--- config.mk ---
export PLATFORM = sky130hd
export DESIGN_NAME = updown_mod_counter
export DESIGN_NICKNAME = d
export VERILOG_FILES = /design/src/rtl/counter_pkg.sv /design/src/rtl/count_reg.sv /design/src/rtl/updown_mod_counter.sv
export SDC_FILE = /design/constraint.sdc
export NUM_CORES = 1
export LEC_CHECK = 0
export ABC_AREA = 0
export CAP_MARGIN = 5
export CORE_AREA = 5 5 42 44
export CTS_CLUSTER_DIAMETER = 80
export DETAILED_ROUTE_END_ITERATION = 10
export DIE_AREA = 0 0 47 49
export DONT_BUFFER_PORTS = 1
export PLACE_DENSITY_LB_ADDON = 0.3
export SYNTH_ARGS = -nofsm -noshare
export SYNTH_HDL_FRONTEND = slang
export SYNTH_SLANG_ARGS = --single-unit
--- constraint.sdc ---
create_clock -name clk -period 3.2 [get_ports clk]
set_input_delay 0.32 -clock clk [delete_from_list [all_inputs] [get_ports clk]]
set_output_delay 0.32 -clock clk [all_outputs]
set_load 0.05 [all_outputs]
--- src/rtl/counter_pkg.sv ---
// Shared constants for the up/down modulo counter: direction and end-of-range mode encodings.
package counter_pkg;

    localparam logic DIR_UP    = 1'b1;
    localparam logic DIR_DN    = 1'b0;
    localparam logic MODE_WRAP = 1'b0;
    localparam logic MODE_SAT  = 1'b1;

endpackage

--- src/rtl/count_reg.sv ---
// WIDTH-bit D register with synchronous active-high reset to a parameterised value.
module count_reg #(
    parameter int unsigned          WIDTH     = 3,
    parameter logic [WIDTH-1:0]     RESET_VAL = '0
) (
    input  logic             clk,
    input  logic             reset,
    input  logic [WIDTH-1:0] d,
    output logic [WIDTH-1:0] q
);

    always_ff @(posedge clk) begin
        if (reset) begin
            q <= RESET_VAL;
        end else begin
            q <= d;
        end
    end

endmodule

--- src/rtl/updown_mod_counter.sv ---
// Up/down counter modulo MODULUS with wrap/saturate mode, parallel load and pulse flags.
module updown_mod_counter
    import counter_pkg::*;
#(
    parameter int unsigned     WIDTH     = 3,
    parameter longint unsigned MODULUS   = 8,
    parameter longint unsigned RESET_VAL = 0
) (
    input  logic             clk,
    input  logic             reset,
    input  logic             en,
    input  logic             up_dn,
    input  logic             sat,
    input  logic             load,
    input  logic [WIDTH-1:0] load_val,
    output logic [WIDTH-1:0] count,
    output logic             tc,
    output logic             wrap,
    output logic             load_err
);

    if (WIDTH < 1 || WIDTH > 32) begin : g_bad_width
        $error("updown_mod_counter: WIDTH must be in 1..32");
    end
    if (MODULUS < 2 || MODULUS > (64'd1 << WIDTH)) begin : g_bad_modulus
        $error("updown_mod_counter: MODULUS must be in 2..2^WIDTH");
    end
    if (RESET_VAL >= MODULUS) begin : g_bad_reset_val
        $error("updown_mod_counter: RESET_VAL must be below MODULUS");
    end

    localparam logic [WIDTH-1:0] MAX_VAL = WIDTH'(MODULUS - 1);
    localparam logic [WIDTH-1:0] RST_VAL = WIDTH'(RESET_VAL);

    logic [WIDTH-1:0] count_d;
    logic             wrap_d;
    logic             load_err_d;
    logic [1:0]       flags_q;

    // Any value above MAX_VAL is out of range; with MODULUS = 2^WIDTH nothing is.
    always_comb begin
        count_d    = count;
        wrap_d     = 1'b0;
        load_err_d = 1'b0;
        if (load) begin
            if (load_val > MAX_VAL) begin
                count_d    = MAX_VAL;
                load_err_d = 1'b1;
            end else begin
                count_d = load_val;
            end
        end else if (en) begin
            if (up_dn == DIR_UP) begin
                if (count != MAX_VAL) begin
                    count_d = count + WIDTH'(1);
                end else if (sat == MODE_WRAP) begin
                    count_d = '0;
                    wrap_d  = 1'b1;
                end
            end else begin
                if (count != '0) begin
                    count_d = count - WIDTH'(1);
                end else if (sat == MODE_WRAP) begin
                    count_d = MAX_VAL;
                    wrap_d  = 1'b1;
                end
            end
        end
    end

    assign tc = en & ((up_dn == DIR_UP) ? (count == MAX_VAL) : (count == '0));

    count_reg #(
        .WIDTH    (WIDTH),
        .RESET_VAL(RST_VAL)
    ) u_count_reg (
        .clk  (clk),
        .reset(reset),
        .d    (count_d),
        .q    (count)
    );

    count_reg #(
        .WIDTH    (2),
        .RESET_VAL(2'b00)
    ) u_flag_reg (
        .clk  (clk),
        .reset(reset),
        .d    ({wrap_d, load_err_d}),
        .q    (flags_q)
    );

    assign wrap     = flags_q[1];
    assign load_err = flags_q[0];

endmodule

==> impl_metrics.env, run 1 <==
export IMPL_cts_hold_buf=0
export IMPL_synthFlopType="dfxtp_1"
export IMPL_slew_headroom_pct=55.7
export IMPL_antenna_cells=0
export IMPL_dp_cells=55
export IMPL_clk_pin_slew_ns=0.04
export IMPL_num_vias=290
export IMPL_synth_avg_cell_area_um2=8.73
export IMPL_r2r_end="u_count_reg.q[2]$_SDFFE_PP0P_"
export IMPL_antenna_found_initial=0
export IMPL_whs_path_depth=1
export IMPL_synthTopCellsByArea="dfxtp_1 30%, ha_1 15%, a21boi_0 4.5%"
export IMPL_die_width_um=47
export IMPL_avgRoutedWirePerCell_um=11.8
export IMPL_power_leakage_nw=0.178
export IMPL_synth_nets=51
export IMPL_wirelength_um=695
export IMPL_htreeDepth=1
export IMPL_grt_pass1_wl_mm=1.28
export IMPL_coreArea_um2=1400
export IMPL_max_stage_delay_ns=0.52
export IMPL_drive_gt1_share_pct=14.0
export IMPL_grt_usage_pct=7.74
export IMPL_worstHoldStart="reset"
export IMPL_yosysWarnings=0
export IMPL_synth_cell_types=24
export IMPL_io_pins=15
export IMPL_irDropWorstVdd_uv=275
export IMPL_viasPerCell=4.92
export IMPL_fin_nets=57
export IMPL_ff2ff_setup_slack_ns=1.05
export IMPL_cts_tree="done"
export IMPL_async_flop_share_pct=0
export IMPL_min_period_ns=2.21
export IMPL_portBuffers=0
export IMPL_drt_pass1_iter_count=4
export IMPL_synth_edf_count=0
export IMPL_critPathKind="flip-flop to output port"
export IMPL_slowest_stage="dfxtp_1"
export IMPL_synth_seq_area_share_pct=30.2
export IMPL_cp_data_required_time_ns=2.88
export IMPL_end_kind="output port"
export IMPL_critPathLaunchType="flip-flop"
export IMPL_overflow=0
export IMPL_drv_cap=0
export IMPL_drc_errors=0
export IMPL_grt_max_degree=7
export IMPL_yosys_top_cells_count="5 x dfxtp_1, 4 x ha_1, 4 x inv_1"
export IMPL_stdcell_count=59
export IMPL_cts_setup_buffers=0
export IMPL_start_util_pct=23.7
export IMPL_synth_top_area_cell="dfxtp_1"
export IMPL_crit_buf_inv=2
export IMPL_cp_cell_sequence="inv_1, ha_1, or3b_1, a21boi_1, buf_4"
export IMPL_cts_sinks=5
export IMPL_ys_ff_latch=5
export IMPL_rsz0062_at_grt="false"
export IMPL_powerDensity_nw_per_um2=507
export IMPL_synth_area_um2=332
export IMPL_synth_most_common_cell="dfxtp_1"
export IMPL_clk_path_buf_depth=2
export IMPL_crit_family="flip-flops"
export IMPL_outcome="finished clean"
export IMPL_hold_class="primary input to flip-flop"
export IMPL_ant_nets=0
export IMPL_finalMaxSlewViolations=0
export IMPL_numCtsBuffers=3
export IMPL_row_count=14
export IMPL_fin_tns_setup_ns=0
export IMPL_finalHoldViolCount=0
export IMPL_clock_latency_ns=0.24
export IMPL_die_y_um=49
export IMPL_drt_iter0_drc=8
export IMPL_worstPathArrival_ns=1.89
export IMPL_fin_crit_sh_pct=69.2
export IMPL_setup_viol=0
export IMPL_dieArea_um2=2300
export IMPL_grt_pass1_vias=311
export IMPL_syn_inst=38
export IMPL_crit_path_start="u_count_reg.q[0]$_SDFFE_PP0P_"
export IMPL_fmaxAchievable_mhz=452
export IMPL_r2r_start="u_count_reg.q[0]$_SDFFE_PP0P_"
export IMPL_area_delta_synth_final_pct=16.2
export IMPL_cts_resized=0
export IMPL_hold_end="u_count_reg.q[1]$_SDFFE_PP0P_"
export IMPL_crit_fanout=6
export IMPL_synth_top_area_share_pct=30.2
export IMPL_skew_ns=0.00155
export IMPL_worst_r2r_cell_count=6
export IMPL_worst_pin_slew_ns=0.664
export IMPL_cts_root_buffer="clkbuf_4"
export IMPL_gp_congestion=0.683
-- worst max-delay path by stage --
stage                                     to  slack (ns)  cells after the start
5_1_grt                                   tc        0.87                      5
3_5_place_dp   u_count_reg.q[2]$_SDFFE_PP0P_        1.04                      6
4_1_cts                                   tc        0.97                      5
2_1_floorplan     u_flag_reg.q[1]$_SDFF_PP0_        0.46                      5
6_report                                  tc        0.99                      5
3_3_place_gp   u_count_reg.q[2]$_SDFFE_PP0P_        1.03                      6
-- final cells by class --
cell class / instances / area, um^2
fill: 171 / 1020
multi-input combinational: 29 / 216
sequential: 5 / 100
clock buffer: 4 / 26.3
tap: 16 / 20.0
inverter: 4 / 15.0
timing repair buffer: 1 / 7.51
-- through the flow --
step	cell area, um^2	total power, mW	utilization [%]	hold slack, ns	setup slack [ns]
6_report	385	0.195	27.5	0.148	0.987
5_1_grt	385	0.213	27.5	0.122	0.868
4_1_cts	385	0.199	27.5	0.140	0.972
3_5_place_dp	359	0.124	25.6	0.398	1.04
3_3_place_gp	359	0.124	25.6	0.398	1.03
2_1_floorplan	332	0.117	-	0.393	0.461
-- state kept, by name, indices dropped and copies added, names as in the netlist --
register and cells:
u_count_reg.q 3, u_flag_reg.q 2
-- kinds of logic (layout without fill, tap and decap cells) --
logic type      Yosys count  after routing  share of synthesized area (%)
buf+inv                   4              9                           4.53
mux                       1              1                           3.02
xor+xnor                  1              1                           2.64
other cells               1              1                           1.13
fa+ha+maj                 4              4                           15.1
simple gates             11             11                           17.0
flops                     5              5                           30.2
compound gates           11             11                           26.4
-- power breakdown --
| part | switching, mW | leakage, nW | internal [mW] |
|---|---|---|---|
| logic | 0.0168 | 0.122 | 0.0182 |
| clock network | 0.0258 | 0.0150 | 0.0471 |
| registers | 0.0205 | 0.0415 | 0.0669 |
-- placed cells by master (no fill, tap or decap), drive strengths merged, types with 2 or more instances in the layout --
cell	n
dfxtp	5
inv	4
ha	4
clkbuf	4
nor2	3
nand2	2
a21boi	2
a22o	2
-- layer usage --
metal	vias to the layer above	GRT usage [%]	share of wire [%]
met5	-	0	0
met3	0	7.38	13
met1	132	8.11	42
met2	13	9.95	45
li1	145	-	-
met4	0	4.15	0
-- worst reg2reg max path, stage by stage (launching register included) --
cell	delay, ns
dfxtp_1	0.74
inv_1	0.15
ha_1	0.23
or3_1	0.33
a22o_2	0.21
a221oi_1	0.29
nor3_1	0.08
(Power assumes the default switching activity.)
==> inputs of run 2 (changes only) <==
- clock period: 3.2 -> 1.79 ns (I/O delays scaled with it)
==> run 2 against run 1 <==
  * First-iteration DRC count shrank 25%
  * Sequential power up 52%
  * Critical path type unchanged
  * Global-route usage increased by 1.5 points
  * Non-clock buffer count increased by 10
  * Register-to-register slack got worse by 0.97 ns
  * Final cell count is 17% higher
  * Design area grew 35%
  * Clock power increased by 80%
==> impl_metrics.env, run 2 (synthesis results as in run 1) <==
export IMPL_critPathLaunchType="flip-flop"
export IMPL_skew_ns=0.00875
export IMPL_antenna_found_initial=0
export IMPL_cp_cell_sequence="inv_4, ha_4, or3b_4, buf_6, a21boi_4, buf_12"
export IMPL_crit_fanout=2
export IMPL_max_stage_delay_ns=0.37
export IMPL_seqPwrFrac_pct=33.2
export IMPL_cts_root_buffer="clkbuf_4"
export IMPL_r2r_end="u_count_reg.q[0]$_SDFFE_PP0P_"
export IMPL_io_pins=15
export IMPL_viasPerCell=4.78
export IMPL_overflow=0
export IMPL_worst_r2r_cell_count=7
export IMPL_place_ws_ns=0.101
export IMPL_ff2ff_setup_slack_ns=0.08
export IMPL_slowest_stage="or3b_4"
export IMPL_finalHoldViolCount=0
export IMPL_grt_usage_pct=9.29
export IMPL_clk_path_buf_depth=2
export IMPL_powerDensity_nw_per_um2=768
export IMPL_irDropWorstVdd_uv=674
export IMPL_wirelength_um=857
export IMPL_gp_congestion=0.638
export IMPL_whs_path_depth=1
export IMPL_antenna_cells=0
export IMPL_dieArea_um2=2300
export IMPL_intPower_uw=272
export IMPL_hold_end="u_count_reg.q[2]$_SDFFE_PP0P_"
export IMPL_num_vias=330
export IMPL_drv_cap=0
export IMPL_outcome="finished clean"
export IMPL_clk_pin_slew_ns=0.05
export IMPL_coreArea_um2=1400
export IMPL_mostFrequentLayoutCell="buf_4"
export IMPL_worstHoldStart="reset"
export IMPL_multi_input_area_um2=249
export IMPL_hold_class="primary input to flip-flop"
export IMPL_portBuffers=0
export IMPL_fin_nets=67
export IMPL_fin_crit_sh_pct=98.9
export IMPL_die_width_um=47
export IMPL_r2r_start="u_count_reg.q[0]$_SDFFE_PP0P_"
export IMPL_die_y_um=49
export IMPL_grt_max_degree=7
export IMPL_drt_pass1_iter_count=4
export IMPL_rsz0062_at_grt="true"
export IMPL_largestRegisters="u_count_reg.q: 3 flops, u_flag_reg.q: 2 flops"
export IMPL_power_frac_clock_pct=32.7
export IMPL_final_core_util_pct=37.2
export IMPL_start_util_pct=23.7
export IMPL_crit_buf_inv=3
export IMPL_setup_viol=0
export IMPL_crit_family="simple AND/OR/NAND/NOR gates"
export IMPL_cts_tree="done"
export IMPL_drc_errors=0
export IMPL_avgRoutedWirePerCell_um=12.4
export IMPL_ant_nets=0
export IMPL_netSwitchingFraction_pct=32.0
export IMPL_end_kind="output port"
export IMPL_stdcell_count=69
export IMPL_finalMaxSlewViolations=0
export IMPL_drive_gt1_share_pct=41.5
export IMPL_grt_pass1_wl_mm=1.55
export IMPL_area_delta_synth_final_pct=57.4
export IMPL_numCtsBuffers=3
export IMPL_fillers=152
export IMPL_critPathKind="flip-flop to output port"
export IMPL_worstPathArrival_ns=1.59
export IMPL_row_count=14
export IMPL_cp_data_required_time_ns=1.61
export IMPL_cts_sinks=5
export IMPL_largest_register_ffs=3
export IMPL_clock_latency_ns=0.24
export IMPL_combPwrFrac_pct=34.0
export IMPL_power_leakage_nw=0.239
export IMPL_seqCellArea_um2=105
export IMPL_final_cell_mix="7 x buf_4, 3 x nor2_1, 3 x ha_1, 3 x clkbuf_4, 3 x dfxtp_1"
export IMPL_fmaxAchievable_mhz=565
export IMPL_dp_cells=60
export IMPL_switchingPower_uw=128
export IMPL_min_period_ns=1.77
export IMPL_grt_pass1_vias=373
export IMPL_setup_ws_ns=0.0189
export IMPL_htreeDepth=1
export IMPL_top_register="u_count_reg.q"
export IMPL_drt_iter0_drc=6
run 2: layout make-up:
type                    instances  area share [%]
multi-input cells              29            47.7
flip-flops and latches          5            20.1
repair buffers                 11            19.9
clock buffers                   4            5.04
well taps                      16            3.84
inverters                       4            3.36
run 2: how the worst max path moves through the flow:
| stage | cells past startpoint | to | slack (ns) | from |
|---|---|---|---|---|
| floorplan | 6 | u_count_reg.q[2]$_SDFFE_PP0P_ | 0.03 | u_count_reg.q[1]$_SDFFE_PP0P_ |
| detailed placement | 6 | u_count_reg.q[2]$_SDFFE_PP0P_ | 0.10 | u_count_reg.q[0]$_SDFFE_PP0P_ |
| global placement | 6 | u_count_reg.q[2]$_SDFFE_PP0P_ | 0.12 | u_count_reg.q[0]$_SDFFE_PP0P_ |
| finish | 6 | tc | 0.02 | u_count_reg.q[0]$_SDFFE_PP0P_ |
| CTS | 6 | tc | 0.009 | u_count_reg.q[0]$_SDFFE_PP0P_ |
| global route | 6 | tc | -0.07 | u_count_reg.q[0]$_SDFFE_PP0P_ |
run 2: layer usage:
layer	GRT usage, %	wire length, um	vias to the layer above
li1	-	-	165
met1	9.43	347	152
met2	14.0	418	13
met3	7.75	92	0
met4	2.76	0	0
met5	0	0	-
run 2: stage by stage:
step / power (mW) / setup TNS, ns / hold slack, ns / cell area (um^2)
floorplan: 0.214 / 0 / 0.244 / 348
global placement: 0.246 / 0 / 0.247 / 425
detailed placement: 0.247 / 0 / 0.248 / 425
CTS: 0.401 / 0 / 0.00901 / 505
global route: 0.438 / -0.110 / 0.00690 / 522
finish: 0.401 / 0 / 0.0204 / 522
run 2: worst reg2reg max path, cell delays in order, from the launching register on:
cell	delay, ns
dfxtp_4	0.35
inv_4	0.06
ha_4	0.12
or3b_4	0.37
buf_6	0.13
buf_4	0.12
o311a_2	0.32
o2bb2ai_1	0.12
run 2: power by group through the flow:
stage / Combinational (mW) / Sequential, mW / Clock [mW]
3_5_place_dp: 0.111 / 0.136 / 0
5_1_grt: 0.150 / 0.134 / 0.153
6_report: 0.136 / 0.133 / 0.131
4_1_cts: 0.134 / 0.133 / 0.134
2_1_floorplan: 0.0578 / 0.156 / 0
3_3_place_gp: 0.111 / 0.135 / 0
run 2: timing repair:
action                                  CTS  global route
hold buffers                              1             1
endpoints found under the setup margin    1             3
pin swaps                                 1             1
resized for setup                         7             2
endpoints found under the hold margin     1             1
buffers inserted                          3             0
==> inputs of run 3 (changes only) <==
--- a/config.mk
+++ b/config.mk
@@ -9,2 +9,4 @@
 export CAP_MARGIN = 5
+export CELL_PAD_IN_SITES_DETAIL_PLACEMENT = 2
+export CELL_PAD_IN_SITES_GLOBAL_PLACEMENT = 2
 export CORE_AREA = 5 5 42 44
==> constraint.sdc (replaced) <==
create_clock -name clk -period 1.79 [get_ports clk]
set_input_delay 0.0895 -clock clk [delete_from_list [all_inputs] [get_ports clk]]
set_output_delay 0.0895 -clock clk [all_outputs]
set_load 0.05 [all_outputs]
==> run 3 against run 2 <==
  * Die area unchanged
  * Combinational power down 6%
  * Maximum frequency rose by 1.6%
  * Non-clock buffer count shrank 4
  * Register-to-register slack got worse by 0.03 ns
  * Critical endpoint is now u_count_reg.q[1]$_SDFFE_PP0P_
==> impl_metrics.env, run 3 (synthesis results as in run 1) <==
export IMPL_antenna_found_initial=0
export IMPL_ant_nets=0
export IMPL_overflow=0
export IMPL_critPathKind="flip-flop to flip-flop"
export IMPL_r2r_start="u_count_reg.q[0]$_SDFFE_PP0P_"
export IMPL_setup_viol=0
export IMPL_irDropWorstVdd_uv=508
export IMPL_fin_nets=63
export IMPL_clk_pin_slew_ns=0.04
export IMPL_finalHoldViolCount=0
export IMPL_clock_latency_ns=0.24
export IMPL_start_util_pct=23.7
export IMPL_r2r_end="u_count_reg.q[1]$_SDFFE_PP0P_"
export IMPL_dieArea_um2=2300
export IMPL_end_kind="flip-flop"
export IMPL_worstPathArrival_ns=1.85
export IMPL_viasPerCell=4.91
export IMPL_drv_cap=0
export IMPL_top_register="u_count_reg.q"
export IMPL_drc_errors=0
export IMPL_endpoint="u_count_reg.q[1]$_SDFFE_PP0P_"
export IMPL_fillers=166
export IMPL_crit_fanout=3
export IMPL_final_cell_mix="4 x buf_4, 3 x nor2_1, 3 x ha_1, 3 x clkbuf_4, 3 x dfxtp_1"
export IMPL_skew_ns=0.00673
export IMPL_fin_tns_setup_ns=0
export IMPL_avgRoutedWirePerCell_um=16.5
export IMPL_largestRegisters="u_count_reg.q: 3 flops, u_flag_reg.q: 2 flops"
export IMPL_grt_usage_pct=10.3
export IMPL_crit_path_start="u_count_reg.q[0]$_SDFFE_PP0P_"
export IMPL_worst_r2r_cell_count=6
export IMPL_critPathLaunchType="flip-flop"
export IMPL_wirelength_mm=1.08
export IMPL_powerDensity_nw_per_um2=817
export IMPL_die_width_um=47
export IMPL_clk_path_buf_depth=2
export IMPL_fmaxAchievable_mhz=574
export IMPL_power_leakage_nw=0.218
export IMPL_ff2ff_setup_slack_ns=0.05
export IMPL_htreeDepth=1
export IMPL_io_pins=15
export IMPL_largest_register_ffs=3
export IMPL_hold_class="primary input to flip-flop"
export IMPL_max_stage_delay_ns=0.34
export IMPL_cp_common_cell="ha_1"
export IMPL_row_count=14
export IMPL_mostFrequentLayoutCell="buf_4"
export IMPL_cts_sinks=5
export IMPL_multi_input_area_um2=249
export IMPL_drt_pass1_iter_count=2
export IMPL_cts_tree="done"
export IMPL_drive_gt1_share_pct=38.8
export IMPL_finalMaxSlewViolations=0
export IMPL_cp_data_required_time_ns=1.90
export IMPL_outcome="finished clean"
export IMPL_cts_setup_buffers=0
export IMPL_grt_pass1_wl_mm=1.64
export IMPL_seqCellArea_um2=105
export IMPL_rsz0062_at_grt="false"
export IMPL_numCtsBuffers=3
export IMPL_cp_cell_sequence="ha_1, ha_1, a21boi_0, a22o_1, mux2i_1, a211oi_1"
export IMPL_portBuffers=0
export IMPL_antenna_cells=0
export IMPL_cts_root_buffer="clkbuf_4"
export IMPL_grt_pass1_vias=381
export IMPL_gp_congestion=0.670
export IMPL_fin_crit_sh_pct=97.3
export IMPL_die_y_um=49
export IMPL_area_delta_synth_final_pct=44.2
export IMPL_min_period_ns=1.74
export IMPL_num_vias=319
export IMPL_slowest_stage="dfxtp_4"
export IMPL_holdWs_ns=0.00765
export IMPL_drt_iter0_drc=1
export IMPL_grt_max_degree=7
export IMPL_coreArea_um2=1400
## run 3: metal layers
metal  share of wire (%)  GRT usage (%)  wire length [um]  up-vias
met3                 9.1           5.90                98        0
met1                  32           9.43               344      151
met5                   0              0                 0        -
met2                  59           18.3               632       11
li1                    -              -                 -      157
met4                   0           2.76                 0        0
## run 3: layout make-up
class / instances / share of cell area (%)
Clock buffer: 4 / 5.50
Timing Repair Buffer: 7 / 13.1
Multi-Input combinational cell: 29 / 52.1
Tap cell: 16 / 4.19
Sequential cell: 5 / 22.0
Inverter: 4 / 3.14
## run 3: power breakdown
| part | switching (mW) | internal, mW | leakage (nW) | total, mW |
|---|---|---|---|---|
| clock network | 0.0449 | 0.0842 | 0.0150 | 0.129 |
| logic | 0.0707 | 0.0574 | 0.160 | 0.128 |
| registers | 0.0132 | 0.120 | 0.0424 | 0.133 |
## run 3: per-stage QoR
stage          area (um^2)  power (mW)  setup slack (ns)  utilization, %  std cells
3_5_place_dp           413       0.249           0.00248            29.5         60
2_1_floorplan          348       0.214            0.0257               -         38
5_1_grt                478       0.416          0.000284            34.1         65
3_3_place_gp           413       0.240             0.110            29.5         60
6_report               478       0.390            0.0476            34.1         65
4_1_cts                458       0.389            0.0170            32.7         65
## run 3: worst min path at each step
stage / start / to / slack, ns / cells past startpoint
5_1_grt: load_val[0] / u_count_reg.q[0]$_SDFFE_PP0P_ / 0.03 / 2
6_report: load_val[0] / u_count_reg.q[0]$_SDFFE_PP0P_ / 0.008 / 2
3_3_place_gp: reset / u_count_reg.q[1]$_SDFFE_PP0P_ / 0.16 / 1
4_1_cts: load_val[0] / u_count_reg.q[0]$_SDFFE_PP0P_ / 0.007 / 2
3_5_place_dp: reset / u_count_reg.q[1]$_SDFFE_PP0P_ / 0.16 / 1
2_1_floorplan: reset / u_count_reg.q[1]$_SDFFE_PP0P_ / 0.15 / 1
## run 3: what timing repair did
action / in CTS / in global routing
hold buffers: 1 / 0
pin swaps: 1 / 1
hold endpoints to repair: 3 / 0
setup endpoints to repair: 1 / 2
cloned: 0 / 0
gates resized for setup: 5 / 3
## run 3: critical path: cells and delay by family, from the launching register on
kind / cells / cell delay, ns
AOI/OAI and AO/OA: 3 / 0.62
muxes: 1 / 0.26
adders and majority gates: 2 / 0.39
DFF: 1 / 0.34
